<file path="src/rtl/sim_run_ctrl_pkg.sv">
// Shared types and constants for the simulation run controller.
// Feature macro used by the top: SIM_RUN_CTRL_TIMEOUT_EN (cycle watchdog).
package sim_run_ctrl_pkg;

    typedef enum logic [1:0] {
        ST_HOLD = 2'd0,
        ST_RUN  = 2'd1,
        ST_DONE = 2'd2
    } state_e;

    typedef enum logic [1:0] {
        STATUS_RUNNING = 2'd0,
        STATUS_PASS    = 2'd1,
        STATUS_FAIL    = 2'd2,
        STATUS_TIMEOUT = 2'd3
    } status_e;

    // Exit code reported when a core signals failure through tests_failed_i.
    localparam logic [31:0] FAIL_CODE_TESTS_FAILED = 32'h0000_0001;

    // Index width for a core number, never narrower than one bit.
    function automatic int idx_width(input int n);
        return (n > 1) ? $clog2(n) : 1;
    endfunction

endpackage

</file>
<file path="src/rtl/sim_reset_seq.sv">
// Holds the cores in reset for RESET_WAIT_CYCLES clocks after rst_n release,
// then releases them with a registered reset and a one-cycle release strobe.
module sim_reset_seq #(
    parameter int RESET_WAIT_CYCLES = 4
) (
    input  logic i_clk,
    input  logic i_rst_n,
    output logic o_core_rst_n,
    output logic o_release
);

    localparam int            CW   = (RESET_WAIT_CYCLES > 1) ? $clog2(RESET_WAIT_CYCLES) : 1;
    localparam logic [CW-1:0] LAST = CW'(RESET_WAIT_CYCLES - 1);

    logic [CW-1:0] r_cnt;
    logic          r_core_rst_n;
    logic          w_last;

    assign w_last       = (r_cnt == LAST);
    assign o_release    = ~r_core_rst_n & w_last;
    assign o_core_rst_n = r_core_rst_n;

    // Hold counter; the count parks at LAST once the cores are released.
    always_ff @(posedge i_clk or negedge i_rst_n) begin
        if (!i_rst_n) begin
            r_cnt        <= '0;
            r_core_rst_n <= 1'b0;
        end else if (o_release) begin
            r_core_rst_n <= 1'b1;
        end else if (!r_core_rst_n) begin
            r_cnt <= r_cnt + CW'(1);
        end else begin
            r_cnt <= r_cnt;
        end
    end

endmodule

</file>
<file path="src/rtl/sim_run_ctrl.sv">
// Multi-core run controller: reset/fetch sequencing, per-core verdict capture,
// cycle watchdog (built only with SIM_RUN_CTRL_TIMEOUT_EN) and a sticky verdict.
module sim_run_ctrl
    import sim_run_ctrl_pkg::*;
#(
    parameter int NUM_CORES         = 2,
    parameter int RESET_WAIT_CYCLES = 4,
    parameter int CNT_WIDTH         = 32
) (
    input  logic                            clk,
    input  logic                            rst_n,
    input  logic [CNT_WIDTH-1:0]            max_cycles_i,
    input  logic [NUM_CORES-1:0]            tests_passed_i,
    input  logic [NUM_CORES-1:0]            tests_failed_i,
    input  logic [NUM_CORES-1:0]            exit_valid_i,
    input  logic [NUM_CORES*32-1:0]         exit_value_i,
    output logic                            core_rst_no,
    output logic                            fetch_enable_o,
    output logic                            done_o,
    output logic [1:0]                      status_o,
    output logic [NUM_CORES-1:0]            finished_o,
    output logic [idx_width(NUM_CORES)-1:0] fail_core_o,
    output logic [31:0]                     fail_code_o,
    output logic [CNT_WIDTH-1:0]            cycle_cnt_o
);

    localparam int FCW = idx_width(NUM_CORES);

    state_e                      r_state;
    state_e                      w_next;
    status_e                     r_status;
    status_e                     w_status_nxt;
    logic                        r_fetch_en;
    logic                        r_done;
    logic [NUM_CORES-1:0]        r_finished;
    logic [FCW-1:0]              r_fail_core;
    logic [31:0]                 r_fail_code;
    logic [CNT_WIDTH-1:0]        r_cycle_cnt;

    logic                        w_release;
    logic                        w_run;
    logic [NUM_CORES-1:0]        w_ev_fail;
    logic [NUM_CORES-1:0]        w_ev_pass;
    logic [NUM_CORES-1:0][31:0]  w_ev_code;
    logic                        w_any_fail;
    logic                        w_all_fin;
    logic                        w_timeout;
    logic [FCW-1:0]              w_sel_core;
    logic [31:0]                 w_sel_code;

    sim_reset_seq #(
        .RESET_WAIT_CYCLES (RESET_WAIT_CYCLES)
    ) u_reset_seq (
        .i_clk        (clk),
        .i_rst_n      (rst_n),
        .o_core_rst_n (core_rst_no),
        .o_release    (w_release)
    );

    assign w_run = (r_state == ST_RUN);

    // Only the first event of an unfinished core counts; fail outranks exit outranks pass.
    for (genvar g = 0; g < NUM_CORES; g++) begin : g_core
        logic [31:0] w_code;
        logic        w_active;
        assign w_code       = exit_value_i[g*32 +: 32];
        assign w_active     = w_run & ~r_finished[g];
        assign w_ev_fail[g] = w_active & (tests_failed_i[g] | (exit_valid_i[g] & (w_code != 32'h0)));
        assign w_ev_pass[g] = w_active & ~w_ev_fail[g] & (exit_valid_i[g] | tests_passed_i[g]);
        assign w_ev_code[g] = tests_failed_i[g] ? FAIL_CODE_TESTS_FAILED : w_code;
    end

    assign w_any_fail = |w_ev_fail;
    assign w_all_fin  = &(r_finished | w_ev_pass | w_ev_fail);

`ifdef SIM_RUN_CTRL_TIMEOUT_EN
    assign w_timeout = (max_cycles_i != '0) && (r_cycle_cnt >= max_cycles_i);
`else
    logic w_unused_max_cycles;
    assign w_unused_max_cycles = ^max_cycles_i;
    assign w_timeout           = 1'b0;
`endif

    // Lowest-index failing core wins: scan downwards so index 0 is applied last.
    always_comb begin
        w_sel_core = '0;
        w_sel_code = '0;
        for (int i = NUM_CORES - 1; i >= 0; i--) begin
            w_sel_core = w_ev_fail[i] ? FCW'(i) : w_sel_core;
            w_sel_code = w_ev_fail[i] ? w_ev_code[i] : w_sel_code;
        end
    end

    // FSM state register.
    always_ff @(posedge clk or negedge rst_n) begin
        if (!rst_n) begin
            r_state <= ST_HOLD;
        end else begin
            r_state <= w_next;
        end
    end

    // Next state and verdict; FAIL beats completion beats timeout.
    always_comb begin
        w_next       = r_state;
        w_status_nxt = r_status;
        case (r_state)
            ST_HOLD: begin
                if (w_release) begin
                    w_next = ST_RUN;
                end else begin
                    w_next = ST_HOLD;
                end
            end
            ST_RUN: begin
                if (w_any_fail) begin
                    w_next       = ST_DONE;
                    w_status_nxt = STATUS_FAIL;
                end else if (w_all_fin) begin
                    w_next       = ST_DONE;
                    w_status_nxt = STATUS_PASS;
                end else if (w_timeout) begin
                    w_next       = ST_DONE;
                    w_status_nxt = STATUS_TIMEOUT;
                end else begin
                    w_next = ST_RUN;
                end
            end
            ST_DONE: begin
                w_next = ST_DONE;
            end
            default: begin
                w_next       = ST_HOLD;
                w_status_nxt = STATUS_RUNNING;
            end
        endcase
    end

    // Output and bookkeeping registers; the counter stops on the edge entering DONE.
    always_ff @(posedge clk or negedge rst_n) begin
        if (!rst_n) begin
            r_fetch_en  <= 1'b0;
            r_done      <= 1'b0;
            r_status    <= STATUS_RUNNING;
            r_finished  <= '0;
            r_fail_core <= '0;
            r_fail_code <= '0;
            r_cycle_cnt <= '0;
        end else begin
            r_fetch_en <= (w_next == ST_RUN);
            r_done     <= (w_next == ST_DONE);
            r_status   <= w_status_nxt;
            r_finished <= r_finished | w_ev_pass | w_ev_fail;
            if (w_run && (w_next == ST_RUN) && (r_cycle_cnt != '1)) begin
                r_cycle_cnt <= r_cycle_cnt + CNT_WIDTH'(1);
            end else begin
                r_cycle_cnt <= r_cycle_cnt;
            end
            if (w_any_fail) begin
                r_fail_core <= w_sel_core;
                r_fail_code <= w_sel_code;
            end else begin
                r_fail_core <= r_fail_core;
                r_fail_code <= r_fail_code;
            end
        end
    end

    assign fetch_enable_o = r_fetch_en;
    assign done_o         = r_done;
    assign status_o       = r_status;
    assign finished_o     = r_finished;
    assign fail_core_o    = r_fail_core;
    assign fail_code_o    = r_fail_code;
    assign cycle_cnt_o    = r_cycle_cnt;

endmodule

</file>
<file path="config.mk">
export PLATFORM = sky130hd
export DESIGN_NAME = sim_run_ctrl
export DESIGN_NICKNAME = d
export VERILOG_FILES = /design/src/rtl/sim_run_ctrl_pkg.sv /design/src/rtl/sim_reset_seq.sv /design/src/rtl/sim_run_ctrl.sv
export SDC_FILE = /design/constraint.sdc
export NUM_CORES = 1
export LEC_CHECK = 0
export CAP_MARGIN = 20
export CORE_UTILIZATION = 35
export CTS_BUF_LIST = sky130_fd_sc_hd__clkbuf_2 sky130_fd_sc_hd__clkbuf_4 sky130_fd_sc_hd__clkbuf_8
export DETAILED_ROUTE_END_ITERATION = 8
export GPL_TIMING_DRIVEN = 0
export PLACE_DENSITY = 0.67
export RECOVER_POWER = 100
export SETUP_SLACK_MARGIN = 0.5
export SLEW_MARGIN = 20
export SYNTH_ARGS = -nofsm -noshare
export SYNTH_HDL_FRONTEND = slang
export SYNTH_HIERARCHICAL = 1
export SYNTH_SLANG_ARGS = --single-unit
</file>
<file path="constraint.sdc">
create_clock -name clk -period 5.3 [get_ports clk]
set_clock_uncertainty 0.1 [all_clocks]
set_input_delay 1.06 -clock clk [delete_from_list [all_inputs] [get_ports clk]]
set_output_delay 1.06 -clock clk [all_outputs]
set_load 0.03 [all_outputs]
</file>
==> results of run 1 <==
-- power breakdown --
group          internal, mW  switching (mW)
Clock                 0.278           0.228
Sequential            0.615          0.0197
Combinational         0.119           0.146
Total                  1.01           0.394
-- cell usage after synthesis, types with 2 or more instances --
master	instances	share of area, %
a21oi_1	33	4.0
a31oi_1	29	4.4
and3_1	3	0.46
and4_1	5	1.1
buf_1	5	0.46
buf_2	5	0.61
buf_4	2	0.37
buf_6	2	0.55
clkbuf_1	16	1.5
dfrtp_1	76	46
ha_1	2	0.61
inv_1	5	0.46
mux2i_1	3	0.73
nand2_1	18	1.7
nand2b_1	4	0.61
nand3_1	14	1.7
nand3b_1	29	5.3
nand4_1	12	1.8
nor2_1	8	0.73
nor2_2	2	0.31
nor2b_1	4	0.61
nor3_1	16	2.0
nor4_1	19	2.9
nor4_2	13	4.0
o21a_1	2	0.37
o21ai_0	32	3.9
o21bai_1	3	0.55
o32ai_1	2	0.43
or3_1	2	0.31
xnor2_1	2	0.43
xor2_1	29	6.2
-- metal layers --
layer | wire (um) | global-route usage (%) | vias to the layer above
met5 | 0 | 0 | -
met4 | 249 | 7.80 | 0
met3 | 754 | 6.64 | 19
met2 | 6470 | 34.2 | 125
met1 | 5500 | 27.6 | 1984
li1 | - | - | 1872
-- critical path, stage by stage --
cell,delay (ns)
dlygate4sd3_1,0.58
nor4_1,0.48
nand4_1,0.26
o31ai_1,0.35
o21ai_0,0.47
clkbuf_1,0.39
nor4_1,0.40
xor2_1,0.21
-- registers in the layout (all words and copies together), names as in the netlist, 2 cells and up --
name               count
cycle_cnt_o           32
fail_code_o           32
finished_o             2
r_state                2
status_o               2
u_reset_seq/r_cnt      2
-- path summary, 6_finish.rpt --
kind | endpoint | slack, ns | cells after the start
setup / recovery | cycle_cnt_o[19]$_DFFE_PN0P_ | 1.29 | 8
hold / removal | cycle_cnt_o[9]$_DFFE_PN0P_ | 0.38 | 1
setup reg to reg | cycle_cnt_o[11]$_DFFE_PN0P_ | 2.05 | 7
hold reg to reg | cycle_cnt_o[9]$_DFFE_PN0P_ | 0.38 | 1
max in group asynchronous | status_o[0]$_DFFE_PN0P_ | 2.75 | 1
min in group asynchronous | fail_code_o[6]$_DFFE_PN0P_ | 1.16 | 1
-- per-stage QoR --
step	cells	cell area [um2]
floorplan	413	4090
global placement	699	5700
detailed placement	700	5730
CTS	716	5950
global route	716	5840
finish	716	5840
-- logic make-up after synthesis --
| logic type | synth area share, % |
|---|---|
| multiplexers | 1.38 |
| buffers and inverters | 3.91 |
| XOR/XNOR | 7.03 |
| adder cells (fa/ha/maj) | 0.611 |
| flip-flops | 46.5 |
| AO/OA/AOI/OAI | 14.8 |
| AND/OR/NAND/NOR | 25.8 |
-- layout make-up --
cell class	count	area (um2)	share of cell area, %
buffer	30	128	2.18
timing repair buffer	144	1450	24.9
clock buffer	10	138	2.36
clock inverter	6	87.6	1.50
multi-input combinational	302	1940	33.2
sequential	76	1900	32.6
inverter	5	18.8	0.321
tap	143	179	3.06
==> results.yml, run 1 <==
status:
  status: "finished, violations left"
  violations: "capacitance limit, slew limit"
cts:
  cts_setup_buffers: 0
  cts_tree: "built"
  cts_buffers: 9
  cts_sinks: 76
  hold_buffers: 0
  clk_latency_ns: 0.37
  cts.clk_slew.worst_paths_ns: 0.08
  clockBufferDepth: 2
  cts_root_buffer: "clkbuf_8"
  h-tree-depth: 3
  cts_resized: 0
yosys:
  synth_area_um2: 4090
  synth_sequential_area_ratio_pct: 46.5
  yosys_warnings: 6
  syn_area_per_cell_um2: 9.91
  syn_inst: 413
  ys_async_sr_fraction_pct: 100
  ys.flop_type: "dfrtp_1"
  syn-num-nets: 519
  ys_seq_elements: 76
  synth.distinct_cells: 47
  synth_edf_count: 0
worst_setup_path:
  end_kind: "flop"
  r2r_start: "r_state[1]$_DFF_PN0_"
  required_ns: 5.49
  cp-startpoint: "exit_value_i[25]"
  cp.arrival_ns: 4.20
  cp_max_fo: 10
  critPathKind: "in -> reg"
  startpoint_type: "input port"
placed_design:
  port_buffers: 143
  gp_congestion: 0.893
  place_hpwl_mm: 9.70
  place_ws_ns: 1.46
sta:
  tightest_slew_ns: 2.04
  holdWs_ns: 0.383
  rsz0062_at_grt: "no"
  setup_ws_ns: 1.29
  fin_crit_sh_pct: 75.7
  setup_violations: 0
  final_max_slew_viol_count: 34
  slew_headroom_pct: -36.3
  hold_violations: 0
  fmax_ghz: 0.249
  fin_tns_setup_ns: 0
  layout_min_cycle_time_ns: 4.01
floorplanning:
  core_region_area_um2: 11400
  fp.dieW_um: 110
  rows: 39
  boundaryPins: 176
  initial_core_util_pct: 35.8
  die_h_um: 110
  dieArea_um2: 12100
power_and_ir_drop:
  peakVddDrop_mv: 0.201
  p_total_mw: 1.41
  leakage_nw: 2.55
  p_per_area_nw_per_um2: 241
route:
  routedWlPerCell_um: 18.1
  detail_route.iter0.violations: 302
  drcViolationCount: 0
  firstDrtPassIters: 6
  ant_nets: 0
  drt_wl_total_mm: 13.0
  num_vias: 4000
  via_per_inst: 5.59
global_routing:
  grt_usage_pct: 21.5
  grt_max_degree: 44
  grt-ovfl-total: 0
  antenna_found_initial: 0
  grt_pass1_wl_mm: 19.6
  grt_pass1_vias: 3897
hold_path:
  hp-start: "cycle_cnt_o[9]$_DFFE_PN0P_"
  holdCritPathClass: "reg -> reg"
layout:
  layout-drive-gt1-share_pct: 4.89
  nets: 674
  final_cell_mix: "dfrtp_1 (76), dlygate4sd3_1 (75), clkdlybuf4s50_1 (67)"
  fillers: 1102
  syn2layout_area_growth_pct: 42.7
  final_common_cell: "dfrtp_1"
  n_antenna_cell: 0
  final_core_util_pct: 51.2
job:
  drv_cap: 1
Power figures use the tool's default switching activity.
==> run 2, diff against run 1 <==
--- a/config.mk
+++ b/config.mk
@@ -10,7 +10,7 @@
 export CTS_BUF_LIST = sky130_fd_sc_hd__clkbuf_2 sky130_fd_sc_hd__clkbuf_4 sky130_fd_sc_hd__clkbuf_8
 export DETAILED_ROUTE_END_ITERATION = 8
 export GPL_TIMING_DRIVEN = 0
-export PLACE_DENSITY = 0.67
+export PLACE_DENSITY = 0.7
 export RECOVER_POWER = 100
 export SETUP_SLACK_MARGIN = 0.5
 export SLEW_MARGIN = 20
==> constraint.sdc (replaced) <==
create_clock -name clk -period 3.5 [get_ports clk]
set_clock_uncertainty 0.1 [all_clocks]
set_input_delay 0.7 -clock clk [delete_from_list [all_inputs] [get_ports clk]]
set_output_delay 0.7 -clock clk [all_outputs]
set_load 0.03 [all_outputs]
==> run 2 against run 1 <==
Net effect:
- the flow now finishes without violations
- largest power group unchanged
- critical path depth stayed put
- critical path type unchanged
- via count is 0.45% higher
- highest routed layer unchanged
- first-iteration DRC count is 6.3% lower
- sequential share of layout area is 0.78 points lower
- final cell count is 0.28% higher
==> results.yml, run 2 (synthesized netlist as in run 1, its figures left out) <==
route:
  detail_route.iter0.violations: 283
  drcViolationCount: 0
  ant_nets: 0
  routedWlPerCell_um: 18.0
  drt_wl_total_mm: 12.9
  via_per_inst: 5.60
  firstDrtPassIters: 4
  num_vias: 4018
layout:
  layout-drive-gt1-share_pct: 9.22
  final_cell_mix: "dfrtp_1 (76), dlygate4sd3_1 (74), clkdlybuf4s50_1 (68)"
  n_antenna_cell: 0
  fin_cells: 718
  final_core_util_pct: 52.4
  nets: 676
  final_common_cell: "dfrtp_1"
  syn2layout_area_growth_pct: 46.3
hold_path:
  whs_path_depth: 1
  hp-start: "cycle_cnt_o[9]$_DFFE_PN0P_"
  holdCritPathClass: "reg -> reg"
  min_to: "cycle_cnt_o[9]$_DFFE_PN0P_"
cts:
  cts_sinks: 76
  cts_buffers: 9
  cts_tree: "built"
  clk_latency_ns: 0.36
  clockBufferDepth: 2
  cts_root_buffer: "clkbuf_8"
  cts.clk_slew.worst_paths_ns: 0.08
  h-tree-depth: 3
  hold_buffers: 0
sta:
  fmax_ghz: 0.318
  setup_violations: 0
  tightest_slew_ns: 1.41
  final_max_slew_viol_count: 0
  setup_ws_ns: 0.359
  rsz0062_at_grt: "no"
  layout_min_cycle_time_ns: 3.14
  fin_tns_setup_ns: 0
  fin_crit_sh_pct: 89.7
  hold_violations: 0
  slew_headroom_pct: 6.04
worst_setup_path:
  cp.arrival_ns: 3.30
  critPathKind: "in -> reg"
  end_kind: "flop"
  r2r_end: "cycle_cnt_o[25]$_DFFE_PN0P_"
  r2r_slack_ns: 0.82
  cp_max_fo: 10
  r2r_cells: 7
  cp-startpoint: "exit_value_i[29]"
  r2r_start: "r_state[1]$_DFF_PN0_"
  startpoint_type: "input port"
  required_ns: 3.66
floorplanning:
  fp.dieW_um: 110
  dieArea_um2: 12100
  core_region_area_um2: 11400
  boundaryPins: 176
  initial_core_util_pct: 35.8
  rows: 39
  die_h_um: 110
global_routing:
  grt-ovfl-total: 0
  grt_max_degree: 55
  antenna_found_initial: 0
  grt_pass1_wl_mm: 19.6
  grt_pass1_vias: 3949
  grt_usage_pct: 21.1
placed_design:
  dp.cells: 700
  place_ws_ns: -0.104
  port_buffers: 143
  gp_congestion: 0.900
  place_hpwl_mm: 9.76
power_and_ir_drop:
  leakage_nw: 2.58
  peakVddDrop_mv: 0.260
  p_per_area_nw_per_um2: 360
job:
  drv_cap: 0
status:
  status: "complete, no violations"
==> run 2: cell type report <==
class / count / area, um2
flip-flops and latches: 76 / 1900
fillers: 1093 / 5430
inverters: 5 / 18.8
repair buffers: 146 / 1450
plain buffers: 30 / 139
clock inverters: 4 / 70.1
well taps: 143 / 179
multi-input cells: 302 / 2070
clock buffers: 12 / 165
==> run 2: through the flow <==
stage	hold WS, ns	power (mW)	instance area (um2)
6_report	0.384	2.15	5990
5_1_grt	0.398	2.24	5990
4_1_cts	0.137	2.19	5990
3_5_place_dp	0.371	1.40	5730
3_3_place_gp	0.362	1.39	5700
2_1_floorplan	0.304	1.15	4090
==> run 2: how the worst max path moves through the flow <==
stage,end,slack [ns],depth (start not counted)
floorplan,cycle_cnt_o[2]$_DFFE_PN0P_,0.99,6
global placement,cycle_cnt_o[9]$_DFFE_PN0P_,-1.18,1
detailed placement,fail_code_o[21]$_DFFE_PN0P_,-0.10,8
CTS,fail_code_o[21]$_DFFE_PN0P_,0.52,7
global route,fail_code_o[27]$_DFFE_PN0P_,0.21,8
finish,fail_code_o[26]$_DFFE_PN0P_,0.36,8
==> run 2: per-layer routing <==
layer / up-vias / track usage [%] / wire length [um]
met4: 0 / 6.67 / 223
li1: 1861 / - / -
met2: 132 / 33.9 / 6320
met3: 20 / 4.59 / 733
met5: - / 0 / 0
met1: 2005 / 28.4 / 5670
==> run 2: what timing repair did <==
| item | in CTS | in global routing |
|---|---|---|
| buffers inserted | 0 | 2 |
| resized for setup | 6 | 8 |
| pin swaps | 0 | 1 |
| endpoints found under the setup margin | 60 | 44 |
==> run 2: worst max-delay path, cell delays in order <==
cell and delay [ns]:
clkdlybuf4s50_1 0.48, nor4_4 0.34, nand4_1 0.21, o31ai_2 0.39, clkbuf_1 0.41, clkbuf_1 0.48
a21oi_1 0.09, a31oi_1 0.19
==> run 2: power breakdown <==
part	internal, mW	total [mW]	switching, mW
registers	0.931	0.960	0.0293
logic	0.179	0.403	0.224
clock network	0.458	0.791	0.333
total	1.57	2.15	0.586
==> run 3, diff against run 2 <==
--- a/config.mk
+++ b/config.mk
@@ -8,6 +8,7 @@
 export CAP_MARGIN = 20
 export CORE_UTILIZATION = 35
 export CTS_BUF_LIST = sky130_fd_sc_hd__clkbuf_2 sky130_fd_sc_hd__clkbuf_4 sky130_fd_sc_hd__clkbuf_8
+export CTS_CLUSTER_DIAMETER = 150
 export DETAILED_ROUTE_END_ITERATION = 8
 export GPL_TIMING_DRIVEN = 0
 export PLACE_DENSITY = 0.7
==> constraint.sdc (replaced) <==
create_clock -name clk -period 3.5 [get_ports clk]
set_clock_uncertainty 0.1 [all_clocks]
set_input_delay 0.7 -clock clk [delete_from_list [all_inputs] [get_ports clk]]
set_output_delay 0.7 -clock clk [all_outputs]
set_load 0.01 [all_outputs]
==> results of run 3 <==
Same layout as run 2 (identical final DEF). Status: complete, no violations.
Main changes from that run: total power 2.15 mW -> 2.07 mW
